===== src/rtl/calc_pkg.sv =====
// Shared types and sizing for the calculator datapath.
package calc_pkg;

  typedef enum logic [1:0] {
    IDLE,
    RUN,
    DONE
  } state_t;

  localparam int CALC_WIDTH = 64;
  localparam int CALC_SLICE = 20;

  function automatic int calc_nslice(input int width, input int slice);
    return (width + slice - 1) / slice;
  endfunction

  localparam int CALC_NSLICE = calc_nslice(CALC_WIDTH, CALC_SLICE);
  localparam int CALC_IDX_W  = $clog2(CALC_NSLICE);

  typedef logic [CALC_IDX_W-1:0] slice_idx_t;

endpackage


===== src/rtl/carry_look_ahead_adder_20.sv =====
// 20-bit adder built from five 4-bit carry-look-ahead groups, group carries rippled.
// Latency: combinational.
// Backpressure: none, pure function of its inputs.
module carry_look_ahead_adder_20 (
  input  logic [19:0] a,
  input  logic [19:0] b,
  input  logic        c_in,
  output logic [19:0] sum,
  output logic        c_out
);

  logic [19:0] g;
  logic [19:0] p;
  logic [19:0] c;
  logic [5:0]  gc;

  always_comb begin
    g     = a & b;
    p     = a ^ b;
    c     = '0;
    gc    = '0;
    gc[0] = c_in;
    for (int k = 0; k < 5; k++) begin
      int b0;
      b0 = 4 * k;
      c[b0]     = gc[k];
      c[b0 + 1] = g[b0] | (p[b0] & gc[k]);
      c[b0 + 2] = g[b0 + 1] | (p[b0 + 1] & g[b0]) | (p[b0 + 1] & p[b0] & gc[k]);
      c[b0 + 3] = g[b0 + 2] | (p[b0 + 2] & g[b0 + 1]) | (p[b0 + 2] & p[b0 + 1] & g[b0])
                | (p[b0 + 2] & p[b0 + 1] & p[b0] & gc[k]);
      gc[k + 1] = g[b0 + 3] | (p[b0 + 3] & g[b0 + 2]) | (p[b0 + 3] & p[b0 + 2] & g[b0 + 1])
                | (p[b0 + 3] & p[b0 + 2] & p[b0 + 1] & g[b0])
                | (p[b0 + 3] & p[b0 + 2] & p[b0 + 1] & p[b0] & gc[k]);
    end
    sum   = p ^ c;
    c_out = gc[5];
  end

endmodule


===== src/rtl/add_sub_64_seq.sv =====
// Multi-cycle 64-bit add/subtract over one 20-bit slice adder; ADD64_SEQ_FLAGS_EN builds overflow/zero.
// Latency: 4 clocks from operand acceptance to out_valid (one slice per clock).
// Backpressure: in_ready low while busy; result and flags held in DONE until out_ready.
module add_sub_64_seq
  import calc_pkg::*;
#(
  parameter int WIDTH = CALC_WIDTH,
  parameter int SLICE = CALC_SLICE
) (
  input  logic             clk,
  input  logic             rst_n,
  input  logic             in_valid,
  output logic             in_ready,
  input  logic [WIDTH-1:0] op_a,
  input  logic [WIDTH-1:0] op_b,
  input  logic             op_sub,
  output logic             out_valid,
  input  logic             out_ready,
  output logic [WIDTH-1:0] result,
  output logic             carry_out,
  output logic             overflow,
  output logic             zero
);

  localparam int NSLICE    = calc_nslice(WIDTH, SLICE);
  localparam int PADW      = NSLICE * SLICE;
  localparam int LAST_BITS = WIDTH - (NSLICE - 1) * SLICE;
  localparam bit LAST_FULL = (LAST_BITS == SLICE);
  localparam int CBIT      = LAST_FULL ? 0 : LAST_BITS;

  state_t           state_q, state_d;
  logic [WIDTH-1:0] a_q, b_q;
  logic [PADW-1:0]  a_pad, b_pad;
  slice_idx_t       idx_q;
  logic             carry_q;
  logic [WIDTH-1:0] res_q, res_next;
  logic             carry_out_q;
  logic [SLICE-1:0] slice_a, slice_b, slice_sum;
  logic             slice_cout;
  logic             last_slice;
  logic             final_carry;

  // Operands are zero-padded above the top bit after the subtract inversion.
  assign a_pad = PADW'(a_q);
  assign b_pad = PADW'(b_q);

  assign last_slice = (idx_q == slice_idx_t'(NSLICE - 1));

  always_comb begin
    slice_a = '0;
    slice_b = '0;
    for (int i = 0; i < NSLICE; i++) begin
      if (idx_q == slice_idx_t'(i)) begin
        slice_a = a_pad[i*SLICE +: SLICE];
        slice_b = b_pad[i*SLICE +: SLICE];
      end
    end
  end

  carry_look_ahead_adder_20 u_slice (
    .a     (slice_a),
    .b     (slice_b),
    .c_in  (carry_q),
    .sum   (slice_sum),
    .c_out (slice_cout)
  );

  // Only bits that exist in the result are written; the padded top of the last slice is dropped.
  always_comb begin
    res_next = res_q;
    for (int i = 0; i < NSLICE; i++) begin
      for (int j = 0; j < SLICE; j++) begin
        int bi;
        bi = i * SLICE + j;
        if ((idx_q == slice_idx_t'(i)) && (bi < WIDTH)) begin
          res_next[bi] = slice_sum[j];
        end
      end
    end
  end

  // With zero padding, the carry out of the top result bit lands in the first padded sum bit.
  assign final_carry = LAST_FULL ? slice_cout : slice_sum[CBIT];

  always_ff @(posedge clk or negedge rst_n) begin
    if (!rst_n) begin
      state_q <= IDLE;
    end else begin
      state_q <= state_d;
    end
  end

  always_comb begin
    state_d   = state_q;
    in_ready  = 1'b0;
    out_valid = 1'b0;
    case (state_q)
      IDLE: begin
        in_ready = 1'b1;
        if (in_valid) state_d = RUN;
      end
      RUN: begin
        if (last_slice) state_d = DONE;
      end
      DONE: begin
        out_valid = 1'b1;
        if (out_ready) state_d = IDLE;
      end
      default: state_d = IDLE;
    endcase
  end

  always_ff @(posedge clk or negedge rst_n) begin
    if (!rst_n) begin
      a_q         <= '0;
      b_q         <= '0;
      idx_q       <= '0;
      carry_q     <= 1'b0;
      res_q       <= '0;
      carry_out_q <= 1'b0;
    end else begin
      case (state_q)
        IDLE: begin
          if (in_valid) begin
            a_q     <= op_a;
            b_q     <= op_sub ? ~op_b : op_b;
            carry_q <= op_sub;
            idx_q   <= '0;
          end
        end
        RUN: begin
          res_q   <= res_next;
          carry_q <= slice_cout;
          idx_q   <= idx_q + slice_idx_t'(1);
          if (last_slice) begin
            carry_out_q <= final_carry;
            idx_q       <= '0;
          end
        end
        default: ;
      endcase
    end
  end

  assign result    = res_q;
  assign carry_out = carry_out_q;

`ifdef ADD64_SEQ_FLAGS_EN
  logic overflow_q, zero_q;

  always_ff @(posedge clk or negedge rst_n) begin
    if (!rst_n) begin
      overflow_q <= 1'b0;
      zero_q     <= 1'b0;
    end else if ((state_q == RUN) && last_slice) begin
      overflow_q <= (a_q[WIDTH-1] ~^ b_q[WIDTH-1]) & (res_next[WIDTH-1] ^ a_q[WIDTH-1]);
      zero_q     <= ~|res_next;
    end
  end

  assign overflow = overflow_q;
  assign zero     = zero_q;
`else
  assign overflow = 1'b0;
  assign zero     = 1'b0;
`endif

endmodule


===== config.mk =====
export PLATFORM = sky130hd
export DESIGN_NAME = add_sub_64_seq
export DESIGN_NICKNAME = d
export VERILOG_FILES = /design/src/rtl/calc_pkg.sv /design/src/rtl/carry_look_ahead_adder_20.sv /design/src/rtl/add_sub_64_seq.sv
export SDC_FILE = /design/constraint.sdc
export NUM_CORES = 1
export LEC_CHECK = 0
export CAP_MARGIN = 20
export CORE_MARGIN = 5
export CORE_UTILIZATION = 45
export DETAILED_ROUTE_END_ITERATION = 10
export PLACE_DENSITY = 0.71
export SLEW_MARGIN = 5
export SYNTH_ARGS = -nofsm -noshare
export SYNTH_HDL_FRONTEND = slang
export SYNTH_SLANG_ARGS = --single-unit

===== constraint.sdc =====
create_clock -name clk -period 5.3 [get_ports clk]
set_input_delay 1.06 -clock clk [delete_from_list [all_inputs] [get_ports clk]]
set_output_delay 1.06 -clock clk [all_outputs]
set_load 0.1 [all_outputs]

Yosys cells after proc, flatten, opt, wreduce, memory -nomap -nowiden
Index checks and enable logic that the tools add are counted.
{"block": "totals", "regBits": 198, "latch_bits": 0, "ram_bits": 0, "romBits": 0, "wordCells": 183, "memories": 0}
{"block": "op_classes", "addsub": 1, "mul": 0, "n_div": 0, "magnitude_cmp": 0, "eq_ne": 8, "shift": 0, "mux": 20, "bitwise_logic": 134, "n_reduce_logical": 10}
{"op": "$mux 20", "n": 8}
{"op": "$and 1x1->1", "n": 80}
{"op": "$mux 64", "n": 1}
{"op": "$not 64->64", "n": 1}
{"op": "$or 1x1->1", "n": 50}
{"op": "$xor 20x20->20", "n": 2}
{"op": "$and 20x20->20", "n": 1}
{"op": "$reduce_and 2->1", "n": 6}
{"op": "$mux 2", "n": 5}
{"op": "$eq 2x2->1 const B", "n": 3}
{"op": "$ne 2x2->1 const B", "n": 3}
{"op": "$pmux 2 s3", "n": 1}
{"op": "$eq 2x1->1 const B", "n": 2}
{"op": "$logic_not 2->1", "n": 2}
{"op": "$pmux 2 s2", "n": 1}
{"op": "$mux 1", "n": 3}
{"op": "$reduce_and 3->1", "n": 1}
{"op": "$add 2x1->2 const B", "n": 1}
{"op": "$pmux 1 s2", "n": 1}
{"op": "$reduce_bool 2->1", "n": 1}

Logic depth before layout (Yosys ltp)
{"block": "logic_depth", "word_depth": 20, "depth_mapped": 19, "ltp_nobuf": 17}

Hierarchy
Synthesis repeated with hierarchy kept, for this count alone.
{"block": "unflattened", "hier_cells": 830, "area_unflattened_um2": 9857.0}
{"module": "add_sub_64_seq", "instances": 1, "cells_each": 730, "area_each_um2": 9012.4}
{"module": "carry_look_ahead_adder_20", "instances": 1, "cells_each": 100, "area_each_um2": 844.6}

Worst setup path before layout
No wires, ideal clock.
{"block": "synth_path", "path_type": "register -> register", "startpoint": "register idx_q[1]", "endpoint": "register res_q[16] (netlist: result[16])", "arrival_time_ps": 3776, "slack_ps": 1398, "path_stages_with_launch": 19, "n_path_buf": 4, "period_less_slack_ps": 3902, "cell_sequence": "dfrtp_1 > inv_1 > ha_1 > clkbuf_1 > clkbuf_1 > clkbuf_1 > a21oi_1 > nor2_1 > a21oi_1 > nor2_1 > ha_1 > buf_2 > a21oi_1 > o21ai_0 > a22oi_1 > nand2_1 > a311o_1 > fa_1 > mux2_2"}
{"block": "synth_between", "elab_chain_cells": 18, "elab_cells_between_ends": 60, "cone_classes": "eq/ne: 3; mux: 8; bitwise: 47; reduce/logical: 2"}
{"item": "start: declaration", "line": "add_sub_64_seq.sv:34", "text": "slice_idx_t idx_q;"}
{"item": "start signal: assignment", "line": "add_sub_64_seq.sv:134", "text": "idx_q <= idx_q + slice_idx_t'(1);"}
{"item": "$logic_not 2->1", "line": "add_sub_64_seq.sv:53", "text": "if (idx_q == slice_idx_t'(i)) begin"}
{"item": "$mux 20 (4 in a row)", "line": "add_sub_64_seq.sv:53"}
{"item": "$xor 20x20->20 / $and 20x20->20 (equally long branches)", "line": "carry_look_ahead_adder_20.sv:19, carry_look_ahead_adder_20.sv:18"}
{"item": "$and 1x1->1 (on tied branches)", "line": "carry_look_ahead_adder_20.sv:31, carry_look_ahead_adder_20.sv:32, carry_look_ahead_adder_20.sv:33"}
{"item": "$or 1x1->1 (tied with other cells) (2 in a row)", "line": "carry_look_ahead_adder_20.sv:31", "text": "gc[k + 1] = g[b0 + 3] | (p[b0 + 3] & g[b0 + 2]) | (p[b0 + 3] & p[b0 + 2] & g[b0 + 1])"}
{"item": "$or 1x1->1 / $and 1x1->1 (equally long branches)", "line": "carry_look_ahead_adder_20.sv:32, carry_look_ahead_adder_20.sv:33"}
{"item": "$or 1x1->1", "line": "carry_look_ahead_adder_20.sv:33", "text": "| (p[b0 + 3] & p[b0 + 2] & p[b0 + 1] & p[b0] & gc[k]);"}
{"item": "$and 1x1->1", "line": "carry_look_ahead_adder_20.sv:33"}
{"item": "$or 1x1->1", "line": "carry_look_ahead_adder_20.sv:33"}
{"item": "$and 1x1->1", "line": "carry_look_ahead_adder_20.sv:33"}
{"item": "$or 1x1->1", "line": "carry_look_ahead_adder_20.sv:33"}
{"item": "$and 1x1->1", "line": "carry_look_ahead_adder_20.sv:33"}
{"item": "$or 1x1->1", "line": "carry_look_ahead_adder_20.sv:33"}
{"item": "$xor 20x20->20 *", "line": "carry_look_ahead_adder_20.sv:35", "text": "sum = p ^ c;"}
{"item": "via slice_sum[16]", "line": "add_sub_64_seq.sv:38", "text": "logic [SLICE-1:0] slice_a, slice_b, slice_sum;"}
{"item": "end signal: assignment", "line": "add_sub_64_seq.sv:132", "text": "res_q <= res_next;"}
{"item": "end: declaration", "line": "add_sub_64_seq.sv:36", "text": "logic [WIDTH-1:0] res_q, res_next;"}
Mark *: on every way through the listed nets, which the timed path passes. The rest lies on a longest branch.
A chain may end at the register's enable or synchronous reset.

Worst setup path in the final report
{"block": "layout_path", "startpoint": "register idx_q[1]", "endpoint": "register res_q[36] (netlist: result[36])"}
Same word-level chain as after synthesis.

==> results.txt <==
- Number of synthesized flops with an enable pin: 0
- Largest voltage drop on the vdd net: 0.000482 V
* Die area: 25,000 µm²
- Data arrival, critical path: 4.78 ns
- Area inside the core boundary: 21,700 µm²
* Setup total negative slack: 0 ns
* Count of state elements after synthesis: 198
- Post-DP HPWL: 18.8 mm
- Number of setup buffers added after CTS: 0
- Synthesized area divided by synthesized cell count: 8.50 µm²
- Wires add up to 25.5 mm.
- GP Congestion: 0.885
- Syn Std Cell Area: 9880 µm²
- DRC violation total after the first TritonRoute iteration: 636
- Antenna diodes: 0
- For this run, the leading register cell type out of synthesis is dfrtp_1.
- Fin. max-slew vios: 0
- TritonCTS built the clock tree.
- Proportion of synthesized chip area in sequential cells: 50.2%
* Portion of the clock cycle consumed by the worst path in the final layout: 84.2%
- Slew headroom: 31.8%
- For this run the aggregate overflow at the end of global routing stands at 0.
- Along the worst path, the maximum fanout reaches 64.
* Post-Route Skew: 0.0113 ns
- Time the final worst path needs with I/O delays and setup: 4.46 ns
* Count of filler cells inserted in the layout: 1,940
- At the pin with the least slew margin, the transition time is 1.02 ns.
- Area growth from synthesis to layout: 28.4%
- Dividing the detail-routed wire length by the instance count gives 15.9 µm.
- By area the synthesized netlist is led by dfrtp_1, nand2_1, xnor2_1, o21ai_0, a21oi_1.
- Fraction of registers with async set or reset after synthesis: 100%
- The worst setup path is captured at a register.
* PortBufs: 199
- Global-route wire length before repair: 40.8 mm
* X dimension of the die: 158 µm
- Leak pwr: 5.81 nW
- Die height: 158 µm
* H-tree level count: 4
- Via count: 8,144
* Clk buf depth: 2
- The flow ran to the end, and the final reports show no timing, DRC or antenna violations.
* Remaining number of nets flagged by the antenna check after routing: 0
* Placement row count: 54
* Pre-antenna DRT Iters: 6
- Clock buffer count from CTS: 17
* RSZ-0062 raised after global routing: false
* Fin. Hold Viols: 0
- Number of unique standard cell types used by synthesis: 45
* Overall routing resource usage: 20.6%
- Commonest cells after routing, fill and taps aside: nand2_1, dfrtp_1, clkdlybuf4s50_1
* Maximum number of pins on one net before global-route repair: 107
- Clk sinks: 198
- The number of global-route vias before repair is 7,670.
- Leading cell type in the layout, fill and taps excluded: nand2_1
* Initial antenna violation count: 0
- Portion of synthesized cell area occupied by the leading cell type: 50.2%
* Worst Hold Margin: 0.479 ns
- Achievable clock frequency: 224 MHz
- Pin placement for this block handled 202 I/O pins.
* Biggest area consumer among synthesized cells: dfrtp_1
- Type of element launching the critical path: register
- After detailed routing, the number of remaining DRC violations is 0.
- Synthesis produced a netlist whose cell count is 1,162.
- Yosys printed 0 warnings.
- Data required time at the worst endpoint: 5.61 ns
* Max-cap violations: 0
* Effective utilization at floorplan: 45.5%
- Class of the worst hold path: reg -> reg
- Clock tree synthesis selected as its root buffer the cell clkbuf_16.
- Total Power Consumption: 9.43 mW
* CTS clk-pin slew, worst paths: 0.07 ns
- Per-cell via count in the routed design: 5.07
- The later pin in the worst-skew pair is clocked with a latency of 0.43 ns.
- CTS Hold Bufs: 0
- Final setup viols: 0
- # resized after CTS: 0
* Power per Cell Area: 744 nW/µm²
* Fraction of final layout cells sized beyond drive strength 1: 5.20%
* Start-to-end type of the worst setup path: reg -> reg
- At the end of the flow, the number of nets in the layout was 1,476.
-- metrics by stage --
stage	instances	area, µm²	util, %	setup WS, ns
floorplan	1163	9880	-	1.40
global placement	1574	12000	55.4	1.01
detailed placement	1575	12000	55.6	0.887
CTS	1607	12700	58.5	0.862
global route	1607	12700	58.5	0.339
finish	1607	12700	58.5	0.838
-- cells in the mapped netlist (2+ instances only) --
master / number
inv_1: 8
clkbuf_1: 62
a211o_1: 3
nor2_1: 117
mux2_2: 17
nor2b_1: 3
a21oi_1: 88
a31oi_1: 2
a22oi_1: 4
xnor2_1: 71
fa_1: 5
buf_1: 11
o31ai_1: 11
a21boi_1: 2
o21a_1: 3
buf_4: 2
or2_2: 3
nand3_1: 6
dfrtp_1: 198
buf_2: 2
nand4_1: 6
o21ai_0: 110
nand2b_1: 3
ha_1: 24
nor3_1: 5
nand2_1: 364
and2_1: 6
a211oi_1: 3
o211ai_1: 3
o21ai_1: 5
-- critical path: stages, from the launching register on --
cell and delay [ns]:
dfrtp_1 0.40, inv_1 0.11, ha_2 0.36, buf_4 0.56
nor2_1 0.11, a21oi_1 0.14, nor2_1 0.05, a21oi_1 0.14
nor2_1 0.06, ha_1 0.42, a21oi_1 0.17, o21ai_0 0.15
a22oi_1 0.34, nand2_1 0.10, a311o_1 0.39, fa_1 0.52
mux2_2 0.28
-- report_power, final --
part           switching, mW  leakage [nW]  internal (mW)  total, mW
registers              0.408          2.48           2.22       2.62
clock network          0.586         0.306          0.791       1.38
logic                   3.82          3.02           1.60       5.43
total                   4.82          5.81           4.61       9.43
-- cells by family after synthesis --
group                    Yosys count  share of synthesized area [%]
buffers and inverters             85                           3.33
adder cells (fa/ha/maj)           29                           4.05
AND/OR/NAND/NOR                  515                           20.3
other                              1                         0.0380
AO/OA/AOI/OAI                    243                           13.5
XOR/XNOR                          73                           6.55
flip-flops                       198                           50.2
multiplexers                      18                           2.04
-- flip-flops by register name, summed over array words and instances (netlist names) --
signal     cells
carry_out      1
idx_q          2
state_q        2
a_q           64
b_q           64
result        64
carry_q        1
-- worst paths after layout --
check	start	end	slack, ns	depth (start not counted)
worst max-delay path	idx_q[1]	result[36]	0.84	16
worst min-delay path	a_q[36]	a_q[36]	0.48	2
worst max register to register	idx_q[1]	result[36]	0.84	16
worst min register to register	a_q[36]	a_q[36]	0.48	2
max in group asynchronous	rst_n	b_q[53]	3.57	2
min in group asynchronous	rst_n	carry_out	0.71	1
-- layout make-up --
cell class	instances	area, µm²	share of cell area [%]
Tap cell	280	350	2.76
Timing Repair Buffer	209	2100	16.6
Clock buffer	21	470	3.71
Clock inverter	11	159	1.25
Inverter	8	30.0	0.237
Multi-Input combinational cell	880	4610	36.4
Sequential cell	198	4950	39.1
-- layer usage --
layer	track usage, %	up-vias	share of wire, %
li1	-	4104	-
met4	5.89	0	1.7
met5	0	-	0
met1	32.6	3756	49
met2	29.2	256	43
met3	3.36	28	6.0
Power figures use the tool's default switching activity.
